<file path="src/rtl/rsa_pkg.sv">
// Shared RSA datapath definitions: default operand width and the
// controller state encoding common to the modular blocks.
package rsa_pkg;

  localparam int RSA_WIDTH = 256;

  typedef enum logic [1:0] {
    S_IDLE,
    S_PREP,
    S_RUN,
    S_FINISH
  } modprod_state_e;

endpackage

</file>
<file path="src/rtl/modulo_product_if.sv">
// Start/finish handshake bundle for modulo_product. The same shape is
// used by the Montgomery multiplier so a single controller can drive both.
interface modulo_product_if
  import rsa_pkg::*;
#(
  parameter int WIDTH = RSA_WIDTH
);

  logic             i_start;
  logic [WIDTH-1:0] i_n;
  logic [WIDTH-1:0] i_y;
  logic [WIDTH-1:0] o_result;
  logic             o_finished;
  logic             o_busy;

  modport master (
    output i_start, i_n, i_y,
    input  o_result, o_finished, o_busy
  );

  modport slave (
    input  i_start, i_n, i_y,
    output o_result, o_finished, o_busy
  );

endinterface

</file>
<file path="src/rtl/modulo_product_mod_double.sv">
// One modular doubling step: result = (2*t) mod n, assuming t < n.
// With t < n, 2t < 2n, so a single conditional subtract is enough.
module mod_double #(
  parameter int WIDTH = 256
) (
  input  logic [WIDTH-1:0] t,
  input  logic [WIDTH-1:0] n,
  output logic [WIDTH-1:0] result
);

  logic [WIDTH:0] t2;
  logic [WIDTH:0] n_ext;

  // Double in WIDTH+1 bits so the shifted-out MSB takes part in the compare.
  always_comb begin
    t2     = {t, 1'b0};
    n_ext  = {1'b0, n};
    result = WIDTH'(t2);
    if (t2 >= n_ext) begin
      result = WIDTH'(t2 - n_ext);
    end
  end

endmodule

</file>
<file path="src/rtl/modulo_product.sv">
// Montgomery-domain entry: o_result = (y * 2^K) mod n, computed as K
// serial modular doublings, one per clock.
//
//   state    | meaning
//   ---------+--------------------------------------------------------
//   S_IDLE   | waiting for i_start; operands latched on acceptance
//   S_PREP   | reduce y (< 2n) once into t < n, clear counter
//   S_RUN    | K cycles of t <= 2t mod n
//   S_FINISH | publish t on o_result, pulse o_finished
module modulo_product
  import rsa_pkg::*;
#(
  parameter int WIDTH = RSA_WIDTH,
  parameter int K     = 256
) (
  input  logic           i_clk,
  input  logic           i_rst_n,
  modulo_product_if.slave bus
);

  localparam int            CW   = $clog2(K + 1);
  localparam logic [CW-1:0] LAST = CW'(K - 1);

  modprod_state_e   state;
  modprod_state_e   state_nx;
  logic [CW-1:0]    counter;
  logic [WIDTH-1:0] n_r;
  logic [WIDTH-1:0] y_r;
  logic [WIDTH-1:0] t;
  logic [WIDTH-1:0] t_dbl;
  logic [WIDTH-1:0] result_r;
  logic             finished_r;
  logic             do_load;
  logic             do_prep;
  logic             do_run;
  logic             do_finish;

  // State register.
  always_ff @(posedge i_clk or negedge i_rst_n) begin
    if (!i_rst_n) begin
      state <= S_IDLE;
    end else begin
      state <= state_nx;
    end
  end

  // Next-state decode and per-state datapath enables.
  always_comb begin
    state_nx  = state;
    do_load   = 1'b0;
    do_prep   = 1'b0;
    do_run    = 1'b0;
    do_finish = 1'b0;
    case (state)
      S_IDLE: begin
        if (bus.i_start) begin
          do_load  = 1'b1;
          state_nx = S_PREP;
        end
      end
      S_PREP: begin
        do_prep  = 1'b1;
        state_nx = S_RUN;
      end
      S_RUN: begin
        do_run = 1'b1;
        if (counter == LAST) begin
          state_nx = S_FINISH;
        end
      end
      S_FINISH: begin
        do_finish = 1'b1;
        state_nx  = S_IDLE;
      end
      default: begin
        state_nx = S_IDLE;
      end
    endcase
  end

  mod_double #(
    .WIDTH (WIDTH)
  ) u_mod_double (
    .t      (t),
    .n      (n_r),
    .result (t_dbl)
  );

  // Operand capture, reduction, doubling loop and result publication.
  always_ff @(posedge i_clk or negedge i_rst_n) begin
    if (!i_rst_n) begin
      n_r        <= '0;
      y_r        <= '0;
      t          <= '0;
      counter    <= '0;
      result_r   <= '0;
      finished_r <= 1'b0;
    end else begin
      finished_r <= 1'b0;
      if (do_load) begin
        n_r <= bus.i_n;
        y_r <= bus.i_y;
      end
      if (do_prep) begin
        t       <= (y_r >= n_r) ? (y_r - n_r) : y_r;
        counter <= '0;
      end
      if (do_run) begin
        t       <= t_dbl;
        counter <= counter + 1'b1;
      end
      if (do_finish) begin
        result_r   <= t;
        finished_r <= 1'b1;
      end
    end
  end

  assign bus.o_result   = result_r;
  assign bus.o_finished = finished_r;
  assign bus.o_busy     = (state != S_IDLE);

endmodule

</file>
<file path="src/flat_wrapper.sv">
// flat-port wrapper written by rule: the top's interface ports become plain ports
module modulo_product_flat import rsa_pkg::*;
#(
  parameter int WIDTH = RSA_WIDTH,
  parameter int K     = 256
)
  (i_clk, i_rst_n, bus_i_start, bus_i_n, bus_i_y, bus_o_result, bus_o_finished, bus_o_busy);
  modulo_product_if #(.WIDTH(WIDTH)) bus_i ();
  input  logic i_clk;
  input  logic i_rst_n;
  input wire logic [$bits(bus_i.i_start)-1:0] bus_i_start;
  input wire logic [$bits(bus_i.i_n)-1:0] bus_i_n;
  input wire logic [$bits(bus_i.i_y)-1:0] bus_i_y;
  output wire logic [$bits(bus_i.o_result)-1:0] bus_o_result;
  output wire logic [$bits(bus_i.o_finished)-1:0] bus_o_finished;
  output wire logic [$bits(bus_i.o_busy)-1:0] bus_o_busy;
  assign bus_i.i_start = bus_i_start;
  assign bus_i.i_n = bus_i_n;
  assign bus_i.i_y = bus_i_y;
  assign bus_o_result = bus_i.o_result;
  assign bus_o_finished = bus_i.o_finished;
  assign bus_o_busy = bus_i.o_busy;
  modulo_product #(.WIDTH(WIDTH), .K(K)) u_core (.i_clk(i_clk), .i_rst_n(i_rst_n), .bus(bus_i));
endmodule
</file>
<file path="config.mk">
export PLATFORM = sky130hd
export DESIGN_NAME = modulo_product_flat
export DESIGN_NICKNAME = d
export VERILOG_FILES = /design/src/rtl/rsa_pkg.sv /design/src/rtl/modulo_product_if.sv /design/src/rtl/modulo_product_mod_double.sv /design/src/rtl/modulo_product.sv /design/src/flat_wrapper.sv
export SDC_FILE = /design/constraint.sdc
export NUM_CORES = 2
export LEC_CHECK = 0
export ABC_CLOCK_PERIOD_IN_PS = 10300
export CAP_MARGIN = 20
export CORE_MARGIN = 5
export CORE_UTILIZATION = 45
export DETAILED_ROUTE_END_ITERATION = 7
export PLACE_DENSITY = 0.75
export SYNTH_ARGS = -nofsm -noshare
export SYNTH_HDL_FRONTEND = slang
export SYNTH_SLANG_ARGS = --single-unit
</file>
<file path="constraint.sdc">
create_clock -name i_clk -period 10.3 [get_ports i_clk]
set_input_delay 2.06 -clock i_clk [delete_from_list [all_inputs] [get_ports i_clk]]
set_output_delay 2.06 -clock i_clk [all_outputs]
set_load 0.01 [all_outputs]
</file>
==> key figures <==
Run status
  • Status: complete, no violations

Cells and area
  • Fraction of layout instances using a drive strength above 1: 0.1158
  • Nets: 11,620
  • Area growth, synth to finish: 16.53%
  • FILL cells: between 15,000 and 20,000
  • Leading cell type in the layout, fill and taps excluded: a21oi_1
  • Most frequent cells in the layout: 1,226 x a21oi_1, 1,036 x dfrtp_1, 1,014 x nand2_1

Logic synthesis
  • Net Count, Synth: approximately 11,000
  • Yosys top cell area share: 0.3097
  • Synth area leaders: dfrtp_1 31%, mux2_2 10%, ha_1 7.7%
  • Top FF cell, synth: dfrtp_1
  • Post-synth top area cell: dfrtp_1
  • Unique cell type count in the Yosys netlist: ~120
  • Synthesized area: 83,700 sq um
  • Synth async-reset ratio: 1.000
  • Flip-flop and latch count after synthesis: ~1,000
  • Post-synth EDFFs: 0
  • Seq/Total Area, Yosys: 0.3097
  • Mapped Cells: roughly 10,000
  • Mean Syn Cell Area: slightly above 8 sq um
  • Yosys Warn Count: 0

Flow run
  • Max cap viols: 0

Place
  • GP Congestion: approximately 1.1
  • Port bufs: roughly 770
  • Detail Placement HPWL: ~350 mm

Timing
  • Final period utilization: 0.7179
  • Max Clock Skew: 0.05324 ns
  • Tightest Pin Transition: 1.384 ns
  • Max Slew Vio Count: 0
  • Setup-failing EPs final: 0
  • Setup TNS: 0 ns
  • Fmax: ~0.14 GHz
  • Rel. slew slack: 0.07165
  • RSZ-0062 raised after global routing: false
  • Final Hold Fails: 0
  • Min Tclk post-route: ~7.4 ns

Critical path
  • Worst path arrival time: ~8 ns
  • Critical-path cell list: ha_1 -> nand2_1 -> nor2_1 -> nand3_1 -> nor2_1 -> o2111ai_1 -> a31oi_2 -> a31oi_2 -> o31ai_4 -> a31oi_1 -> buf_4 -> nor4_1 -> o21ai_0 -> nor3_1 -> a221oi_1 -> xor2_1 -> a21oi_1
  • Max Fanout on Critical Path: 9
  • Startpoint Class: register
  • CP top delay family: compound AO/OA/AOI/OAI gates
  • Critical path class: register to register
  • Worst Path Required: ~11 ns
  • Setup crit end kind: register
  • Slowest stage cell, crit path: a31oi_2
  • CP Buf/Inv Count: 1
  • Slowest stage delay, CP: 0.82 ns

Detailed routing
  • DRC: 0
  • Via density: 6.563
  • Antenna Nets Post-Route: 0
  • WL final: about 430 mm
  • 1st-iter DRT viols: between 10,000 and 15,000
  • Routed wire length per instance: 32.67 um
  • Drt first pass iters: 8
  • Via Count: 86,510

Floorplan
  • I/O pins: roughly 770
  • Row Count: approximately 160
  • Initial Util: 0.4518
  • DIE WIDTH: roughly 440 um
  • Core Footprint: 185,200 sq um
  • Die height: 441.3 um
  • Die area: approximately 190,000 sq um

Clocking
  • Post-CTS Setup Bufs: 0
  • PostCTS Resize Cnt: 0
  • Total number of clock tree sinks: 1,036
  • CTS max path bufs: 3
  • CTS hold repair buffers: 0
  • H-tree levels: 3
  • CTS Root Cell: clkbuf_16
  • CTS tree: yes
  • CTS Buf Count: around 120
  • Clock slew at reported path FFs: 0.06 ns
  • Clk_lat worst skew: approximately 0.83 ns

Global route
  • Met3 usage: 0.08882
  • GRT Max-Usage Layer: met2
  • Total gr overflow: 0
  • Vias in the first global route: approximately 83,000
  • GR met1 Demand/Resource: 0.5749
  • Largest net degree at the start of global routing: 170
  • Initial antenna violation count: 37
  • First-pass GRT wire length: 603.7 mm
  • Grt met2 use: 0.6402
  • Gr usage total: 0.4248

Min path
  • Min-delay worst type: register to register
==> registers in the layout (all words and copies together), names as in the netlist <==
name,flops
u_core.state,2
u_core.counter,9
u_core.bus.o_finished,1
u_core.y_r,256
u_core.n_r,256
u_core.bus.o_result,256
u_core.t,256
==> cell type report <==
class | count | area, sq um | area share
well taps | 2480 | 3103 | 0.03181
multi-input cells | 7963 | 53420 | 0.5477
inverters | 586 | 2201 | 0.02257
flip-flops and latches | 1036 | 25920 | 0.2658
diodes | 20 | 50.05 | 0.0005131
repair buffers | 880 | 8680 | 0.08899
clock inverters | 63 | 884.6 | 0.009070
clock buffers | 153 | 3273 | 0.03356
==> cells by family (layout without fill, tap and decap cells) <==
kind of cell	Yosys count	count (layout)	synth area share
adder cells (fa/ha/maj)	520	520	0.07792
AND/OR/NAND/NOR	2753	2753	0.1491
other	0	20	0
flip-flops	1036	1036	0.3097
XOR/XNOR	478	478	0.05002
AO/OA/AOI/OAI	3401	3401	0.2509
buffers and inverters	1147	1682	0.05364
multiplexers	811	811	0.1087
==> through the flow <==
step | hold WS (ns) | utilization | std cells | cell area [sq um] | setup WS [ns]
floorplan | 0.4794 | - | 10150 | 83700 | 6.232
detailed placement | 0.4931 | 0.5037 | 12940 | 93310 | 3.444
global route | 0.5133 | 0.5264 | 13170 | 97500 | 3.068
finish | 0.5053 | 0.5265 | 13180 | 97530 | 2.905
CTS | 0.5069 | 0.5262 | 13160 | 97460 | 3.355
global placement | 0.4871 | 0.5034 | 12940 | 93250 | 2.431
==> final timing paths <==
kind | cells past startpoint | slack [ns] | end | startpoint
min in group asynchronous | 1 | 1.34 | u_core.bus.o_result[67]$_DFFE_PN0P_ | i_rst_n
setup / recovery | 17 | 2.91 | u_core.t[254]$_DFFE_PN0P_ | u_core.y_r[46]$_DFFE_PN0P_
max in group asynchronous | 3 | 6.64 | u_core.bus.o_result[134]$_DFFE_PN0P_ | i_rst_n
hold / removal | 1 | 0.51 | u_core.bus.o_result[56]$_DFFE_PN0P_ | u_core.bus.o_result[56]$_DFFE_PN0P_
hold reg to reg | 1 | 0.51 | u_core.bus.o_result[56]$_DFFE_PN0P_ | u_core.bus.o_result[56]$_DFFE_PN0P_
setup reg to reg | 17 | 2.91 | u_core.t[254]$_DFFE_PN0P_ | u_core.y_r[46]$_DFFE_PN0P_
==> cells in the mapped netlist (41+ instances only) <==
library cell and instances:
a21oi_1 1226, dfrtp_1 1036, nand2_1 1019, nor2_1 830, o21ai_0 789, mux2_2 779, inv_1 586, ha_1 518
clkbuf_1 417, nand4_1 299, xnor2_1 278, o211ai_1 276, a21o_1 243, xor2_1 200, o21bai_1 199, nor3_1 146
buf_2 118, nand3_1 117, o21a_1 71, a31oi_1 62, o221ai_1 61, a211oi_1 57, a221oi_1 53, nor4_1 53
a21boi_0 45, nand2b_1 41
==> per-layer routing <==
| layer | routed length, um | vias to the layer above |
|---|---|---|
| met5 | 276 | - |
| met4 | 27490 | 28 |
| met3 | 42060 | 1025 |
| met2 | 183700 | 5063 |
| met1 | 177200 | 42730 |
| li1 | - | 37660 |
Power is not shown: default switching activity piles up to over one toggle a cycle in this logic, so the estimate is an artifact.
